File: src/rtl/mem_arb_pkg.sv
// Shared types for the memory port arbiter: FSM states, requester ids and the
// width helper for the read-latency counter.
package mem_arb_pkg;

  typedef enum logic [1:0] {
    IDLE  = 2'd0,
    ISSUE = 2'd1,
    WAIT  = 2'd2,
    RESP  = 2'd3
  } state_e;

  typedef enum logic [1:0] {
    ID_NONE = 2'd0,
    ID_F    = 2'd1,
    ID_D    = 2'd2,
    ID_S    = 2'd3
  } id_e;

  // The counter runs 0..lat-1, so it never needs more than clog2(lat) bits.
  function automatic int lat_cnt_w(input int lat);
    return (lat <= 2) ? 1 : $clog2(lat);
  endfunction

endpackage

File: src/rtl/mem_port_arbiter_if.sv
// Bundle of requester-side and memory-side signals of the memory port arbiter.
// slave = the arbiter itself; master = requesters plus the memory array.
interface mem_port_arbiter_if #(
  parameter int AW = 16,
  parameter int DW = 16
);
  // Handshake: a requester raises *_req with stable fields and holds them until
  // its *_done pulses for one cycle; req still high in the following IDLE cycle
  // is a fresh request. rd_data is valid only in the cycle of a read's done.
  logic          f_req;
  logic [AW-1:0] f_addr;
  logic          f_done;

  logic          d_req;
  logic          d_we;
  logic [AW-1:0] d_addr;
  logic [DW-1:0] d_wdata;
  logic          d_done;

  logic          s_req;
  logic          s_we;
  logic [AW-1:0] s_addr;
  logic [DW-1:0] s_wdata;
  logic          s_done;

  logic [DW-1:0] rd_data;
  logic          busy;
  logic [1:0]    gnt_id;

  logic [AW-1:0] mem_addr;
  logic [DW-1:0] mem_wdata;
  logic          mem_we;
  logic          mem_re;
  logic [DW-1:0] mem_rdata;

  modport slave (
    input  f_req, f_addr, d_req, d_we, d_addr, d_wdata,
           s_req, s_we, s_addr, s_wdata, mem_rdata,
    output f_done, d_done, s_done, rd_data, busy, gnt_id,
           mem_addr, mem_wdata, mem_we, mem_re
  );

  modport master (
    output f_req, f_addr, d_req, d_we, d_addr, d_wdata,
           s_req, s_we, s_addr, s_wdata, mem_rdata,
    input  f_done, d_done, s_done, rd_data, busy, gnt_id,
           mem_addr, mem_wdata, mem_we, mem_re
  );

endinterface

File: src/rtl/mem_arb_pick.sv
// Combinational winner select among fetch, load/store and stack requesters.
// MEM_ARB_RR_EN: round-robin after last_i; otherwise fixed priority S > D > F.
module mem_arb_pick
  import mem_arb_pkg::*;
(
  input  logic f_req_i,
  input  logic d_req_i,
  input  logic s_req_i,
  input  id_e  last_i,
  output id_e  win_o
);

`ifdef MEM_ARB_RR_EN
  // Search starts at the requester after the last owner, cyclic F -> D -> S.
  always_comb begin
    win_o = ID_NONE;
    case (last_i)
      ID_D: begin
        if      (s_req_i) win_o = ID_S;
        else if (f_req_i) win_o = ID_F;
        else if (d_req_i) win_o = ID_D;
      end
      ID_S: begin
        if      (f_req_i) win_o = ID_F;
        else if (d_req_i) win_o = ID_D;
        else if (s_req_i) win_o = ID_S;
      end
      default: begin
        if      (d_req_i) win_o = ID_D;
        else if (s_req_i) win_o = ID_S;
        else if (f_req_i) win_o = ID_F;
      end
    endcase
  end
`else
  logic unused_last;
  assign unused_last = ^last_i;

  always_comb begin
    win_o = ID_NONE;
    if      (s_req_i) win_o = ID_S;
    else if (d_req_i) win_o = ID_D;
    else if (f_req_i) win_o = ID_F;
  end
`endif

endmodule

File: src/rtl/mem_port_arbiter.sv
// Serialises fetch, load/store and stack accesses onto one memory port with
// registered outputs. MEM_ARB_RR_EN selects round-robin instead of S > D > F.
module mem_port_arbiter
  import mem_arb_pkg::*;
#(
  parameter int AW      = 16,
  parameter int DW      = 16,
  parameter int MEM_LAT = 1
) (
  input  logic                clk,
  input  logic                rst_b,
  mem_port_arbiter_if.slave   bus,
  output state_e              dbg_state_o
);

  localparam int CW = lat_cnt_w(MEM_LAT);

  state_e        state_q, state_d;
  id_e           owner_q, owner_d;
  id_e           pick;
  id_e           last;
  logic          we_q, we_d;
  logic [AW-1:0] addr_q, addr_d;
  logic [DW-1:0] wdata_q, wdata_d;
  logic [CW-1:0] cnt_q, cnt_d;

  logic          f_done_q, f_done_d;
  logic          d_done_q, d_done_d;
  logic          s_done_q, s_done_d;
  logic [DW-1:0] rd_data_q, rd_data_d;
  logic          busy_q, busy_d;
  logic [1:0]    gnt_q, gnt_d;
  logic [AW-1:0] mem_addr_q, mem_addr_d;
  logic [DW-1:0] mem_wdata_q, mem_wdata_d;
  logic          mem_we_q, mem_we_d;
  logic          mem_re_q, mem_re_d;

`ifdef MEM_ARB_RR_EN
  id_e ptr_q, ptr_d;

  always_comb begin
    ptr_d = ptr_q;
    if (state_q == IDLE && pick != ID_NONE) ptr_d = pick;
  end

  always_ff @(posedge clk or negedge rst_b) begin
    if (!rst_b) ptr_q <= ID_F;
    else        ptr_q <= ptr_d;
  end

  assign last = ptr_q;
`else
  assign last = ID_F;
`endif

  mem_arb_pick u_pick (
    .f_req_i (bus.f_req),
    .d_req_i (bus.d_req),
    .s_req_i (bus.s_req),
    .last_i  (last),
    .win_o   (pick)
  );

  always_comb begin
    state_d = state_q;
    owner_d = owner_q;
    we_d    = we_q;
    addr_d  = addr_q;
    wdata_d = wdata_q;
    cnt_d   = cnt_q;
    case (state_q)
      IDLE: begin
        if (pick != ID_NONE) begin
          state_d = ISSUE;
          owner_d = pick;
          case (pick)
            ID_F: begin
              we_d    = 1'b0;
              addr_d  = bus.f_addr;
              wdata_d = '0;
            end
            ID_D: begin
              we_d    = bus.d_we;
              addr_d  = bus.d_addr;
              wdata_d = bus.d_wdata;
            end
            default: begin
              we_d    = bus.s_we;
              addr_d  = bus.s_addr;
              wdata_d = bus.s_wdata;
            end
          endcase
        end
      end
      ISSUE: begin
        cnt_d = '0;
        if (we_q) state_d = RESP;
        else      state_d = WAIT;
      end
      WAIT: begin
        if (cnt_q == CW'(MEM_LAT - 1)) state_d = RESP;
        else                           cnt_d   = cnt_q + CW'(1);
      end
      default: state_d = IDLE;
    endcase
  end

  // Outputs are computed from the next state so every port comes from a flop.
  always_comb begin
    mem_re_d    = (state_d == ISSUE) && !we_d;
    mem_we_d    = (state_d == ISSUE) && we_d;
    mem_addr_d  = (state_d == ISSUE) ? addr_d : '0;
    mem_wdata_d = (state_d == ISSUE && we_d) ? wdata_d : '0;
    f_done_d    = (state_d == RESP) && (owner_d == ID_F);
    d_done_d    = (state_d == RESP) && (owner_d == ID_D);
    s_done_d    = (state_d == RESP) && (owner_d == ID_S);
    rd_data_d   = (state_d == RESP && state_q == WAIT) ? bus.mem_rdata : '0;
    busy_d      = (state_d != IDLE);
    gnt_d       = 2'd0;
    if (busy_d) gnt_d = owner_d;
  end

  always_ff @(posedge clk or negedge rst_b) begin
    if (!rst_b) begin
      state_q     <= IDLE;
      owner_q     <= ID_NONE;
      we_q        <= 1'b0;
      addr_q      <= '0;
      wdata_q     <= '0;
      cnt_q       <= '0;
      f_done_q    <= 1'b0;
      d_done_q    <= 1'b0;
      s_done_q    <= 1'b0;
      rd_data_q   <= '0;
      busy_q      <= 1'b0;
      gnt_q       <= 2'd0;
      mem_addr_q  <= '0;
      mem_wdata_q <= '0;
      mem_we_q    <= 1'b0;
      mem_re_q    <= 1'b0;
    end else begin
      state_q     <= state_d;
      owner_q     <= owner_d;
      we_q        <= we_d;
      addr_q      <= addr_d;
      wdata_q     <= wdata_d;
      cnt_q       <= cnt_d;
      f_done_q    <= f_done_d;
      d_done_q    <= d_done_d;
      s_done_q    <= s_done_d;
      rd_data_q   <= rd_data_d;
      busy_q      <= busy_d;
      gnt_q       <= gnt_d;
      mem_addr_q  <= mem_addr_d;
      mem_wdata_q <= mem_wdata_d;
      mem_we_q    <= mem_we_d;
      mem_re_q    <= mem_re_d;
    end
  end

  assign bus.f_done    = f_done_q;
  assign bus.d_done    = d_done_q;
  assign bus.s_done    = s_done_q;
  assign bus.rd_data   = rd_data_q;
  assign bus.busy      = busy_q;
  assign bus.gnt_id    = gnt_q;
  assign bus.mem_addr  = mem_addr_q;
  assign bus.mem_wdata = mem_wdata_q;
  assign bus.mem_we    = mem_we_q;
  assign bus.mem_re    = mem_re_q;
  assign dbg_state_o   = state_q;

endmodule

File: src/flat_wrapper.sv
// flat-port wrapper written by rule: the top's interface ports become plain ports
module mem_port_arbiter_flat import mem_arb_pkg::*;
#(
  parameter int AW      = 16,
  parameter int DW      = 16,
  parameter int MEM_LAT = 1
)
  (clk, rst_b, dbg_state_o, bus_f_req, bus_f_addr, bus_d_req, bus_d_we, bus_d_addr, bus_d_wdata, bus_s_req, bus_s_we, bus_s_addr, bus_s_wdata, bus_mem_rdata, bus_f_done, bus_d_done, bus_s_done, bus_rd_data, bus_busy, bus_gnt_id, bus_mem_addr, bus_mem_wdata, bus_mem_we, bus_mem_re);
  mem_port_arbiter_if #(.AW(AW), .DW(DW)) bus_i ();
  input  logic clk;
  input  logic rst_b;
  output state_e dbg_state_o;
  input wire logic [$bits(bus_i.f_req)-1:0] bus_f_req;
  input wire logic [$bits(bus_i.f_addr)-1:0] bus_f_addr;
  input wire logic [$bits(bus_i.d_req)-1:0] bus_d_req;
  input wire logic [$bits(bus_i.d_we)-1:0] bus_d_we;
  input wire logic [$bits(bus_i.d_addr)-1:0] bus_d_addr;
  input wire logic [$bits(bus_i.d_wdata)-1:0] bus_d_wdata;
  input wire logic [$bits(bus_i.s_req)-1:0] bus_s_req;
  input wire logic [$bits(bus_i.s_we)-1:0] bus_s_we;
  input wire logic [$bits(bus_i.s_addr)-1:0] bus_s_addr;
  input wire logic [$bits(bus_i.s_wdata)-1:0] bus_s_wdata;
  input wire logic [$bits(bus_i.mem_rdata)-1:0] bus_mem_rdata;
  output wire logic [$bits(bus_i.f_done)-1:0] bus_f_done;
  output wire logic [$bits(bus_i.d_done)-1:0] bus_d_done;
  output wire logic [$bits(bus_i.s_done)-1:0] bus_s_done;
  output wire logic [$bits(bus_i.rd_data)-1:0] bus_rd_data;
  output wire logic [$bits(bus_i.busy)-1:0] bus_busy;
  output wire logic [$bits(bus_i.gnt_id)-1:0] bus_gnt_id;
  output wire logic [$bits(bus_i.mem_addr)-1:0] bus_mem_addr;
  output wire logic [$bits(bus_i.mem_wdata)-1:0] bus_mem_wdata;
  output wire logic [$bits(bus_i.mem_we)-1:0] bus_mem_we;
  output wire logic [$bits(bus_i.mem_re)-1:0] bus_mem_re;
  assign bus_i.f_req = bus_f_req;
  assign bus_i.f_addr = bus_f_addr;
  assign bus_i.d_req = bus_d_req;
  assign bus_i.d_we = bus_d_we;
  assign bus_i.d_addr = bus_d_addr;
  assign bus_i.d_wdata = bus_d_wdata;
  assign bus_i.s_req = bus_s_req;
  assign bus_i.s_we = bus_s_we;
  assign bus_i.s_addr = bus_s_addr;
  assign bus_i.s_wdata = bus_s_wdata;
  assign bus_i.mem_rdata = bus_mem_rdata;
  assign bus_f_done = bus_i.f_done;
  assign bus_d_done = bus_i.d_done;
  assign bus_s_done = bus_i.s_done;
  assign bus_rd_data = bus_i.rd_data;
  assign bus_busy = bus_i.busy;
  assign bus_gnt_id = bus_i.gnt_id;
  assign bus_mem_addr = bus_i.mem_addr;
  assign bus_mem_wdata = bus_i.mem_wdata;
  assign bus_mem_we = bus_i.mem_we;
  assign bus_mem_re = bus_i.mem_re;
  mem_port_arbiter #(.AW(AW), .DW(DW), .MEM_LAT(MEM_LAT)) u_core (.clk(clk), .rst_b(rst_b), .bus(bus_i), .dbg_state_o(dbg_state_o));
endmodule
File: config.mk
export PLATFORM = sky130hd
export DESIGN_NAME = mem_port_arbiter_flat
export DESIGN_NICKNAME = d
export VERILOG_FILES = /design/src/rtl/mem_arb_pkg.sv /design/src/rtl/mem_port_arbiter_if.sv /design/src/rtl/mem_arb_pick.sv /design/src/rtl/mem_port_arbiter.sv /design/src/flat_wrapper.sv
export SDC_FILE = /design/constraint.sdc
export NUM_CORES = 1
export LEC_CHECK = 0
export ABC_CLOCK_PERIOD_IN_PS = 2800
export CAP_MARGIN = 0
export CORE_MARGIN = 2
export CORE_UTILIZATION = 45
export CTS_CLUSTER_SIZE = 24
export DETAILED_ROUTE_END_ITERATION = 8
export GPL_ROUTABILITY_DRIVEN = 0
export PLACE_DENSITY = 0.85
export SETUP_SLACK_MARGIN = 0.3
export SYNTH_ARGS = -nofsm -noshare
export SYNTH_HDL_FRONTEND = slang
export SYNTH_SLANG_ARGS = --single-unit
File: constraint.sdc
create_clock -name clk -period 2.8 [get_ports clk]
set_input_delay 0.56 -clock clk [delete_from_list [all_inputs] [get_ports clk]]
set_output_delay 0.56 -clock clk [all_outputs]
set_load 0.05 [all_outputs]
==> impl_metrics.xml <==
<?xml version="1.0" encoding="UTF-8"?>
<metrics>
  <group name="run_status">
    <metric name="result_of_the_run" unit="">complete, no violations</metric>
  </group>
  <group name="cells_and_area">
    <metric name="diodes" unit="">0</metric>
    <metric name="design.final.nets" unit="">600</metric>
    <metric name="synthToLayoutAreaGrowth" unit="%">52.15</metric>
    <metric name="filler_cell_count" unit="">639</metric>
    <metric name="layout-drive-gt1-share" unit="">0.06680</metric>
  </group>
  <group name="timing">
    <metric name="rsz_0062_raised_after_global_routing" unit="">no</metric>
    <metric name="setup_violations" unit="">0</metric>
    <metric name="max_clock_freq" unit="MHz">428.0</metric>
    <metric name="period_minus_slack" unit="ns">2.336</metric>
    <metric name="tightestPinTransition" unit="ns">0.5858</metric>
    <metric name="setup_slack_after_layout" unit="ns">0.4635</metric>
    <metric name="whs" unit="ns">0.1862</metric>
    <metric name="max-slew-margin-rel" unit="">0.6080</metric>
    <metric name="clock_skew" unit="ns">0.01162</metric>
    <metric name="final-hold-violation-count" unit="">0</metric>
    <metric name="min_period_over_period" unit="">0.8345</metric>
    <metric name="final_tns_setup" unit="ns">0</metric>
    <metric name="report.final.slew_viol_count" unit="">0</metric>
  </group>
  <group name="clocking">
    <metric name="clock_sink_count" unit="">93</metric>
    <metric name="cts-hold-fix-buffers" unit="">0</metric>
    <metric name="cts-root-buf" unit="">sky130_fd_sc_hd__clkbuf_8</metric>
    <metric name="cts_resized" unit="">0</metric>
    <metric name="clock_tree_from_tritoncts" unit="">yes</metric>
    <metric name="cts.htree.levels" unit="">3</metric>
    <metric name="clkTransAtPathRegs" unit="ns">0.09</metric>
    <metric name="cts_inserted_buffers" unit="">9</metric>
    <metric name="cts.repair_timing.setup_buffer_count" unit="">0</metric>
    <metric name="clk-insertion-delay-late" unit="ns">0.35</metric>
    <metric name="maximum_clock_path_buffer_count" unit="">2</metric>
  </group>
  <group name="setup_path">
    <metric name="cpMaxStageDelayCell" unit="">sky130_fd_sc_hd__clkdlybuf4s50_1</metric>
    <metric name="crit_arrival" unit="ns">2.62</metric>
    <metric name="crit_path_cell_trace" unit="">clkdlybuf4s50_1 &gt; inv_1 &gt; a21oi_1 &gt; ha_1 &gt; and2_1 &gt; a221o_1 &gt; o21ai_4 &gt; nor2b_1</metric>
    <metric name="critPathMaxStageDelay" unit="ns">0.49</metric>
    <metric name="crit_path_start_kind" unit="">primary input</metric>
    <metric name="cp_max_fo" unit="">19</metric>
    <metric name="timing.critical_path.required" unit="ns">3.08</metric>
    <metric name="worstSetupPathType" unit="">in2reg</metric>
    <metric name="type_of_element_capturing_the_critical_path" unit="">flip-flop</metric>
  </group>
  <group name="synth">
    <metric name="yosys.area.top_type" unit="">sky130_fd_sc_hd__dfrtp_1</metric>
    <metric name="synth.lib_cells_used.distinct" unit="">30</metric>
    <metric name="ys_seq_area_frac" unit="">0.6246</metric>
    <metric name="flops_latches_synth" unit="">93</metric>
    <metric name="synthArstFlopShare" unit="">1.000</metric>
    <metric name="number_of_enable_type_register_cells_in_the_synthesized_netlist" unit="">0</metric>
    <metric name="synth_top_flop_cell" unit="">sky130_fd_sc_hd__dfrtp_1</metric>
    <metric name="syn_area" unit="mm2">0.003726</metric>
    <metric name="syn-num-nets" unit="">443</metric>
    <metric name="avgSynthCellArea" unit="um2">11.22</metric>
    <metric name="synth_top_area_frac" unit="">0.6246</metric>
    <metric name="synth_common_cells" unit="">93 x sky130_fd_sc_hd__dfrtp_1, 41 x sky130_fd_sc_hd__nand2_1, 23 x sky130_fd_sc_hd__a31oi_1</metric>
    <metric name="synth_top_cells_by_area" unit="">sky130_fd_sc_hd__dfrtp_1 62%, sky130_fd_sc_hd__nand2_1 4.1%, sky130_fd_sc_hd__a31oi_1 3.9%, sky130_fd_sc_hd__a22oi_1 3.2%, sky130_fd_sc_hd__nor3b_1 3.2%</metric>
    <metric name="yosys_warnings" unit="">0</metric>
    <metric name="post-synth-top-count-cell" unit="">sky130_fd_sc_hd__dfrtp_1</metric>
    <metric name="post_synth_inst_count" unit="">332</metric>
  </group>
  <group name="flow_run">
    <metric name="maxCapViolCount" unit="">0</metric>
  </group>
  <group name="detailed_routing">
    <metric name="drt_drc_violations_left" unit="">0</metric>
    <metric name="remaining_antenna_violation_count_after_routing" unit="">0</metric>
    <metric name="routedWlPerCell" unit="um">15.22</metric>
    <metric name="drt-total-wl" unit="um">9119</metric>
    <metric name="dr_total_vias" unit="">2983</metric>
    <metric name="first_iter_violations" unit="">120</metric>
    <metric name="dr.pass1.iters" unit="">4</metric>
    <metric name="avgViaCountPerCell" unit="">4.980</metric>
  </group>
  <group name="die">
    <metric name="die_w" unit="um">95.00</metric>
    <metric name="initial_utilization" unit="">0.4581</metric>
    <metric name="fp-row-count" unit="">33</metric>
    <metric name="floorplan.die_area" unit="mm2">0.009024</metric>
    <metric name="floorplan.io_pins" unit="">161</metric>
    <metric name="die-height" unit="um">95.00</metric>
    <metric name="core_region_area" unit="mm2">0.008134</metric>
  </group>
  <group name="pwr">
    <metric name="p_leak" unit="nW">2.442</metric>
    <metric name="power_density" unit="mW/mm2">1023</metric>
    <metric name="max-vdd-ir-drop" unit="mV">0.6972</metric>
  </group>
  <group name="global_route">
    <metric name="grt_first_pass_wirelength" unit="um">14230</metric>
    <metric name="use_met1" unit="">0.2612</metric>
    <metric name="track_usage" unit="">0.2070</metric>
    <metric name="grt_start_max_net_pins" unit="">53</metric>
    <metric name="grt_antenna_before_repair" unit="">0</metric>
    <metric name="overflow" unit="">0</metric>
    <metric name="global_route_met3_usage" unit="">0.05188</metric>
    <metric name="grt_pass1_vias" unit="">2976</metric>
    <metric name="global_route.peak_usage_layer" unit="">met2</metric>
    <metric name="grt_util_met2" unit="">0.3475</metric>
  </group>
  <group name="place">
    <metric name="place.port_buffers" unit="">160</metric>
    <metric name="dpl_worst_slack" unit="ns">0.1323</metric>
    <metric name="detailedPlacementHpwl" unit="um">6508</metric>
  </group>
  <group name="worst_hold_path">
    <metric name="hold_path.class" unit="">in2async</metric>
  </group>
</metrics>
final cells by class:
type / instances / area [um2] / share of cell area
Clock buffer: 10 / 137.6 / 0.02428
Clock inverter: 6 / 68.82 / 0.01214
Inverter: 8 / 30.03 / 0.005297
Multi-Input combinational cell: 206 / 1230 / 0.2169
Sequential cell: 93 / 2327 / 0.4105
Tap cell: 105 / 131.4 / 0.02317
Timing Repair Buffer: 171 / 1744 / 0.3077
state kept, by name (all words and copies together), names as in the netlist, 2 cells and up:
register and flops:
u_core.addr_q 16, u_core.bus.gnt_id 2, u_core.bus.mem_addr 16, u_core.bus.mem_wdata 16, u_core.bus.rd_data 16, u_core.dbg_state_o 2
u_core.owner_q 2, u_core.wdata_q 16
metrics by stage:
stage	power (mW)	instance area, um2	util	cells
4_1_cts	5.849	5659	0.6957	599
3_5_place_dp	4.931	5453	0.6704	583
2_1_floorplan	3.932	3726	-	332
5_1_grt	6.176	5669	0.6970	599
3_3_place_gp	4.846	5453	0.6704	583
6_report	5.798	5669	0.6970	599
critical path, delay by kind of cell:
family	cells	cell delay, ns
buffers and inverters	2	0.53
adder cells (fa/ha/maj)	1	0.29
AO/OA/AOI/OAI	3	0.81
AND/OR/NAND/NOR	2	0.42
cells by family (layout without fill, tap and decap cells):
group                      Yosys count  count (layout)  synth area share
AOI/OAI and AO/OA                   73              73            0.1249
adders and majority gates            8               8           0.02686
buffers and inverters               33             195           0.04869
DFF                                 93              93            0.6246
and+or+nand+nor                    125             125            0.1750
cells in the final DEF, fill, tap and decap left out, types with 10 or more instances in the layout:
master / instances
sky130_fd_sc_hd__a22oi_1: 16
sky130_fd_sc_hd__a31oi_1: 23
sky130_fd_sc_hd__and2_1: 17
sky130_fd_sc_hd__clkbuf_8: 10
sky130_fd_sc_hd__clkdlybuf4s50_1: 159
sky130_fd_sc_hd__dfrtp_1: 93
sky130_fd_sc_hd__nand2_1: 41
sky130_fd_sc_hd__nor2_1: 19
sky130_fd_sc_hd__nor2b_1: 18
sky130_fd_sc_hd__nor3b_1: 14
sky130_fd_sc_hd__o21ai_0: 12
worst paths after layout:
check,from,endpoint,slack [ns],cells after the start
min reg2reg,u_core.addr_q[14],u_core.addr_q[14],0.49,2
min in group clk,u_core.addr_q[14],u_core.addr_q[14],0.49,2
min,rst_b,u_core.wdata_q[7],0.19,1
max in group asynchronous,rst_b,u_core.dbg_state_o[1],1.96,2
max,bus_d_req,u_core.bus.mem_re,0.46,8
max reg2reg,u_core.dbg_state_o[0],u_core.bus.d_done,0.77,7
layer usage:
metal	part of all wire	vias up
met4	0.016	0
met3	0.082	13
met1	0.40	1424
met5	0	-
li1	-	1435
met2	0.50	111
power breakdown:
group | internal [mW] | switching, mW | total (mW)
Combinational | 1.09 | 1.85 | 2.94
Clock | 0.443 | 0.455 | 0.898
Sequential | 1.82 | 0.143 | 1.96
Total | 3.35 | 2.44 | 5.80
No activity file was read; power rests on OpenSTA's default activity.
